==> src/rtl/aesl_deadlock_pkg.sv <==
// Shared types and constants for the co-simulation deadlock report sequencer.
package aesl_deadlock_pkg;

  localparam int MAX_MON = 16;
  localparam int IDX_W   = 4;

  typedef enum logic [2:0] {
    IDLE,
    ARMED,
    CONFIRM,
    SNAPSHOT,
    REPORT,
    DONE
  } state_t;

endpackage

==> src/rtl/aesl_prio_enc.sv <==
// Lowest-set-bit priority encoder: returns the index of the lowest set bit and
// whether any bit was set at all.
module aesl_prio_enc
  import aesl_deadlock_pkg::*;
#(
  parameter int WIDTH = 4
) (
  input  logic [WIDTH-1:0] vec,
  output logic [IDX_W-1:0] idx,
  output logic             found
);

  // Scanning from the top down lets the lowest set bit win the last write.
  always_comb begin
    idx   = '0;
    found = 1'b0;
    for (int i = WIDTH - 1; i >= 0; i--) begin
      if (vec[i]) begin
        idx   = IDX_W'(i);
        found = 1'b1;
      end
    end
  end

endmodule

==> src/rtl/aesl_deadlock_report_ctrl.sv <==
// Confirms a persistent deadlock across the monitors, freezes a snapshot and
// reports each blocked monitor, lowest index first, over valid/ready.
module aesl_deadlock_report_ctrl
  import aesl_deadlock_pkg::*;
#(
  parameter int NUM_MON        = 4,
  parameter int AXIS_W         = 2,
  parameter int CONFIRM_CYCLES = 16,
  parameter int CNT_W          = 8
) (
  input  logic                      clock,
  input  logic                      reset,
  input  logic                      enable,
  input  logic [NUM_MON-1:0]        mon_block,
  input  logic [NUM_MON*AXIS_W-1:0] mon_axis_info,
  output logic                      report_valid,
  input  logic                      report_ready,
  output logic [IDX_W-1:0]          report_idx,
  output logic [AXIS_W-1:0]         report_axis_info,
  output logic                      deadlock_found,
  output logic                      done
);

  state_t                    state, state_next;
  logic [CNT_W-1:0]          cnt, cnt_next;
  logic [NUM_MON-1:0]        snap_block, snap_block_next;
  logic [NUM_MON*AXIS_W-1:0] snap_info;
  logic                      capture;
  logic                      any_blk;
  logic [IDX_W-1:0]          enc_idx;
  logic                      enc_found;
  logic [NUM_MON-1:0]        remaining;

  assign any_blk   = |mon_block;
  assign remaining = snap_block & ~(NUM_MON'(1) << enc_idx);

  aesl_prio_enc #(.WIDTH(NUM_MON)) u_prio_enc (
    .vec   (snap_block),
    .idx   (enc_idx),
    .found (enc_found)
  );

  always_ff @(posedge clock) begin
    if (reset) begin
      state      <= IDLE;
      cnt        <= '0;
      snap_block <= '0;
      snap_info  <= '0;
    end else begin
      state      <= state_next;
      cnt        <= cnt_next;
      snap_block <= snap_block_next;
      if (capture) snap_info <= mon_axis_info;
    end
  end

  // Enable loss always wins over blocking; one clear cycle restarts the count.
  always_comb begin
    state_next      = state;
    cnt_next        = cnt;
    snap_block_next = snap_block;
    capture         = 1'b0;
    case (state)
      IDLE: if (enable) state_next = ARMED;
      ARMED: begin
        if (!enable) begin
          state_next = IDLE;
        end else if (any_blk) begin
          state_next = CONFIRM;
          cnt_next   = CNT_W'(1);
        end
      end
      CONFIRM: begin
        if (!enable) begin
          state_next = IDLE;
          cnt_next   = '0;
        end else if (!any_blk) begin
          state_next = ARMED;
          cnt_next   = '0;
        end else if (cnt == CNT_W'(CONFIRM_CYCLES)) begin
          state_next      = SNAPSHOT;
          snap_block_next = mon_block;
          capture         = 1'b1;
        end else if (cnt != '1) begin
          cnt_next = cnt + CNT_W'(1);
        end
      end
      SNAPSHOT: state_next = enc_found ? REPORT : DONE;
      REPORT: begin
        if (report_ready) begin
          snap_block_next = remaining;
          if (remaining == '0) state_next = DONE;
        end
      end
      DONE:    state_next = DONE;
      default: state_next = IDLE;
    endcase
  end

  assign report_valid     = (state == REPORT);
  assign report_idx       = report_valid ? enc_idx : '0;
  assign report_axis_info = report_valid ? snap_info[int'(enc_idx)*AXIS_W +: AXIS_W] : '0;
  assign deadlock_found   = (state == SNAPSHOT) || (state == REPORT) || (state == DONE);
  assign done             = (state == DONE);

endmodule

==> config.mk <==
export PLATFORM = sky130hd
export DESIGN_NAME = aesl_deadlock_report_ctrl
export DESIGN_NICKNAME = d
export VERILOG_FILES = /design/src/rtl/aesl_deadlock_pkg.sv /design/src/rtl/aesl_prio_enc.sv /design/src/rtl/aesl_deadlock_report_ctrl.sv
export SDC_FILE = /design/constraint.sdc
export NUM_CORES = 1
export LEC_CHECK = 0
export BUFFER_PORTS_ARGS = -buffer_cell sky130_fd_sc_hd__buf_2
export CAP_MARGIN = 20
export CORE_ASPECT_RATIO = 1.4
export CORE_MARGIN = 4
export CORE_UTILIZATION = 35
export CTS_CLUSTER_SIZE = 25
export DETAILED_ROUTE_END_ITERATION = 10
export GPL_TIMING_DRIVEN = 1
export MAX_ROUTING_LAYER = met4
export PLACE_DENSITY = 0.58
export SLEW_MARGIN = 20
export SYNTH_ARGS = -nofsm -noshare
export SYNTH_HDL_FRONTEND = slang
export SYNTH_SLANG_ARGS = --single-unit
==> constraint.sdc <==
create_clock -name clock -period 2.1 [get_ports clock]
set_input_delay 0.21 -clock clock [delete_from_list [all_inputs] [get_ports clock]]
set_output_delay 0.21 -clock clock [all_outputs]
set_load 0.1 [all_outputs]
### Word level (Yosys, flattened, before mapping)

Cells that the tools add are included.

* $add $sub $neg: 1
* multiply operators: 0
* div/mod/pow operators: 0
* magnitude comparators: 0
* eq/ne operators: 19
* shifts and indexed selects: 2
* multiplexer cells: 36
* bitwise operators: 2
* reduce and logical (&&, ||, !) cells: 10

Operators with widths (count)
* $mux W8: 6
* $mux W3: 8
* $mux W4: 5
* $pmux W3 S6: 1
* $pmux W8 S2: 1
* $reduce_and A5 Y1: 3
* $ne A2 B2 Y1 const B: 6
* $ne A4 B4 Y1 const B: 3
* $mux W2: 5
* $mux W1: 9
* $add A8 B1 Y8 const B: 1
* $eq A8 B5 Y1 const B: 1
* $ne A8 B8 Y1 const B: 1
* $pmux W4 S2: 1
* $shiftx A8 B6 Y2: 1
* $eq A3 B2 Y1 const B: 2
* $eq A3 B3 Y1 const B: 2
* $and A4 B4 Y4: 1
* $logic_not A4 Y1: 1
* $ne A2 B1 Y1 const B: 2
* $not A4 Y4: 1
* $reduce_bool A2 Y1: 2
* $reduce_or A4 Y1: 1
* $shl A1 B4 Y4 const A: 1
* 4 further kinds: 5

* bits in registers: 23
* bits in latches: 0
* memory bits (writable): 0
* memory bits (read-only): 0
* bits of input ports: 16
* output and inout port bits: 9
* logic and storage cells: 74
* memories kept: 0

### Depth between registers and ports, before layout

* depth in word-level cells: 11
* mapped depth: 8
* depth with buffers taken out: 7

### Hierarchy

A second synthesis with hierarchy kept.

* cells, all modules: 177
* area total of the unflattened synthesis: 1416.4 µm²

Modules (own cells, without submodules)
* aesl_deadlock_report_ctrl: times used 1, cells each 167, area each 1362.6 µm², seq. area each 460.4 µm²
* aesl_prio_enc: times used 1, cells each 10, area each 53.8 µm², seq. area each 0.0 µm²

### Worst setup path before layout

No wires, ideal clock.

* path kind: register to output
* start point: reg state[2]
* end point: out report_idx[1]
* data arrival time: 3698 ps
* data required time: 1890 ps
* slack: -1808 ps
* stages on the path, launching flop included: 4
* path buffers: 0
* cells stage by stage: dfxtp_1 nor2b_1 nand2b_1 nor4_1

* longest elaborated chain between the ends: 2

Ends and longest elaborated chain
* start: declaration: RTL line aesl_deadlock_report_ctrl.sv:24 `state_t state, state_next;`
* start signal: assignment: RTL line aesl_deadlock_report_ctrl.sv:50 `state <= state_next;`
* $eq A3 B3 Y1: RTL line aesl_deadlock_report_ctrl.sv:100 `assign report_valid = (state == REPORT);`
* $mux W4: RTL line aesl_deadlock_report_ctrl.sv:101 `assign report_idx = report_valid ? enc_idx : '0;`
* end: declaration: RTL line aesl_deadlock_report_ctrl.sv:18 `output logic [IDX_W-1:0] report_idx,`

Every way passes these cells.

### Final worst setup path

* start point: reg state[1]
* end point: reg cnt[1]

* longest elaborated chain between the ends: 3
* elaborated cells between the ends (all ways): 9
* classes of those cells: 6 x eq/ne; 1 x mux; 2 x reduce/logical

Ends and longest elaborated chain
* $eq A3 B2 Y1 or $eq A3 B1 Y1 (tied branches): RTL line aesl_deadlock_report_ctrl.sv:63 `case (state)`
* $ne A4 B4 Y1 (no source line), or another cell as far along
* $reduce_and A5 Y1 (no source line)
* end signal: assignment: RTL line aesl_deadlock_report_ctrl.sv:51 `cnt <= cnt_next;`
* end: declaration: RTL line aesl_deadlock_report_ctrl.sv:25 `logic [CNT_W-1:0] cnt, cnt_next;`

Several ways; a longest one is shown, not always the timed one.
A chain may end at the register's enable or synchronous reset.

==> metrics.txt <==
CP required=between 2000 and 2500 ps; number of global-route vias before repair=between 1,000 and 1,500; post-layout util=44.6%; Final min period=a little under 2000 ps; diode count=0; Worst setup SP type=flip-flop; outcome=finished, final reports clean; Area Overhead vs Synth=23.1%; DR pass1 iterations=4; layout net count=207; final hold viol count=0; Clk pwr share=~33%; synth warn=0; Simple-Gate Fraction of Synth Area=28.0%; share of cell area taken by muxes after synthesis=under 10%; final worst setup slack=between 100 and 150 ps; total global routing overflow=0; Starting Density=a little over a third; ratio of cells with drive above 1 in the final layout=a little under a quarter; worst hold slack=172 ps; Wirelength per Cell=between 10 and 15 um; Post-synth EDFFs=0; CP arrival=~2200 ps; initial antenna violation count=0; post-synth top area cell=dfxtp_1; num rows=26; Fillers=roughly 380; hold_buf cts=0; later-pin clock latency in the skew report=~260 ps; Pwr Total=between 800 and 900 uW; Clock Pin Slew Worst Setup and Hold Paths=roughly 90 ps; Switch Pwr=between 200 and 250 uW; dpl ws=around 170 ps; I/O pin total=25; Gate power share=about 13%; most frequent cells after synthesis=29 x nand2_1, 23 x dfxtp_1, 17 x a21oi_1, 8 x nor2_1, 6 x clkbuf_1; flops & latches, synth=23; Die W=59.9 um; count of different cell masters after synthesis=50; RSZ-0062 raised after global routing=false; mapped cell area=between 1000 and 1500 um^2; clk root buf=clkbuf_8; XOR/XNOR Fraction of Synth Area=about 2.7%; critical setup path kind=flip-flop to flip-flop; Synth Area in Compound Gates=between 20 and 25%; switch share=25.3%; area occupied by multi-input gates=between 800 and 900 um^2; gr usage total=15.0%; TritonCTS clock tree=built; final instance area=1630 um^2; Reg power frac=between 50% and 60%; CTS sink cnt=23; Core ar.=approximately 3600 um^2; Synth Area in Adders=2.65%; P per Cell Area=approximately 510 nW/um^2; total wire length=~3300 um; Remaining DRCs=0; CTS H-tree depth=1; Max-Cap Viols=0; combinational family with the most area after synthesis=simple AND/OR/NAND/NOR gates; clk buf depth=2; Fmax=0.512 GHz; Slew Limit Fails=0; final worst path period share=between 90% and 100%; Post-CTS Resized=0; DR iter-0 viols=61; largest net degree at the start of global routing=20; via count=about 1,300; Post-Place Cells=~230; Die Span Y=80.7 um; largest cells by area after synthesis=dfxtp_1 35%, nand2_1 8.2%, a21oi_1 6.4%, nor2b_1 2.4%, nor2_1 2.3%; cell-internal power=~610 uW; Final ANT Viol Nets=0; Post-synth top flop=dfxtp_1; average size of a mapped cell=around 8.0 um^2; Crit Path Max Fanout=8; Syn Inst Count=165; Max IR drop VDD=0.331 mV; Crit. End Element=flip-flop; vias per cell=approximately 5.5; CTS buffer count=3; area of placed instances=~1600 um^2; GPL Wtd Cong=slightly below 0.9; final setup violation count=0; Post-Layout Cell Count=230; FF+latch area=~460 um^2; min-delay worst type=primary input to flip-flop; P_leak=slightly below 0.6 nW; count leader, synth=nand2_1; TNS Setup=0 ps; sequential share of the synthesized area=34.9%; post-synth top area share=34.9%; IO buf count=22; Die Area=slightly below 5000 um^2; async set-reset flop share out of synthesis=0%; # Post-CTS Setup Buffers=0; first-pass GRT wire length=roughly 5600 um; hpwl dp=between 2000 and 3000 um; Fin Clk Skew=between 10 and 15 ps
-- placed cells by master, fill, tap and decap left out, types with 2 or more instances in the layout --
master	count
buf_4	8
nor2_1	8
clkbuf_8	3
nor2b_1	5
inv_1	4
or3_1	2
nor3_1	4
nand3_1	2
dfxtp_1	23
buf_2	17
nand4_1	3
nand2_1	29
nor3b_1	2
a21oi_2	2
nor4_1	2
o21ai_0	5
nand2b_1	2
buf_12	4
conb_1	2
xnor2_1	3
o211ai_1	3
a21o_1	2
ha_1	2
a21oi_1	15
and2_1	3
a22oi_1	3
-- cell families (layout without fill, tap and decap cells) --
family,after synthesis,count (layout)
muxes,2,2
DFF,23,23
AOI/OAI and AO/OA,45,45
adders and majority gates,3,3
buffers and inverters,16,38
other,1,2
and+or+nand+nor,71,71
xor gates and xnor gates,4,4
-- final cells by class --
| type | instances | area share [%] |
|---|---|---|
| flip-flops and latches | 23 | 28.3 |
| well taps | 42 | 3.23 |
| clock buffers | 4 | 2.77 |
| multi-input cells | 127 | 50.4 |
| inverters | 4 | 0.924 |
| repair buffers | 30 | 14.3 |
-- registers in the layout, summed over array words and instances, names as in the netlist --
register and flops:
cnt 8, snap_block 4, snap_info 8, state 3
-- per-layer routing --
layer / track usage (%) / wire (um)
met1: 16.2 / 1320
met2: 27.6 / 1750
met3: 1.93 / 163
met4: 4.43 / 38
met5: - / 0
-- final timing paths --
kind | startpoint | end | slack (ps) | cells past startpoint
hold / removal | mon_axis_info[3] | snap_info[3]$_SDFFE_PP0P_ | 170 | 3
setup reg to reg | state[1]$_SDFFE_PP0P_ | cnt[1]$_SDFFE_PP0P_ | 150 | 5
setup / recovery | state[1]$_SDFFE_PP0P_ | cnt[1]$_SDFFE_PP0P_ | 150 | 5
hold reg to reg | snap_info[1]$_SDFFE_PP0P_ | snap_info[1]$_SDFFE_PP0P_ | 460 | 2
-- power by group through the flow --
stage / Combinational, mW / Clock [mW] / Sequential, mW
2_1_floorplan: 0.0711 / 0 / 0.452
3_3_place_gp: 0.102 / 0 / 0.452
3_5_place_dp: 0.104 / 0 / 0.453
4_1_cts: 0.105 / 0.284 / 0.442
5_1_grt: 0.114 / 0.300 / 0.443
6_report: 0.105 / 0.274 / 0.442
-- worst max-delay path, stage by stage, from the launching register on --
cell	delay (ps)
dfxtp_1	340
or3b_4	420
or4_4	570
o21ai_4	140
mux2_1	350
nor2_1	70
(Power assumes the default switching activity.)
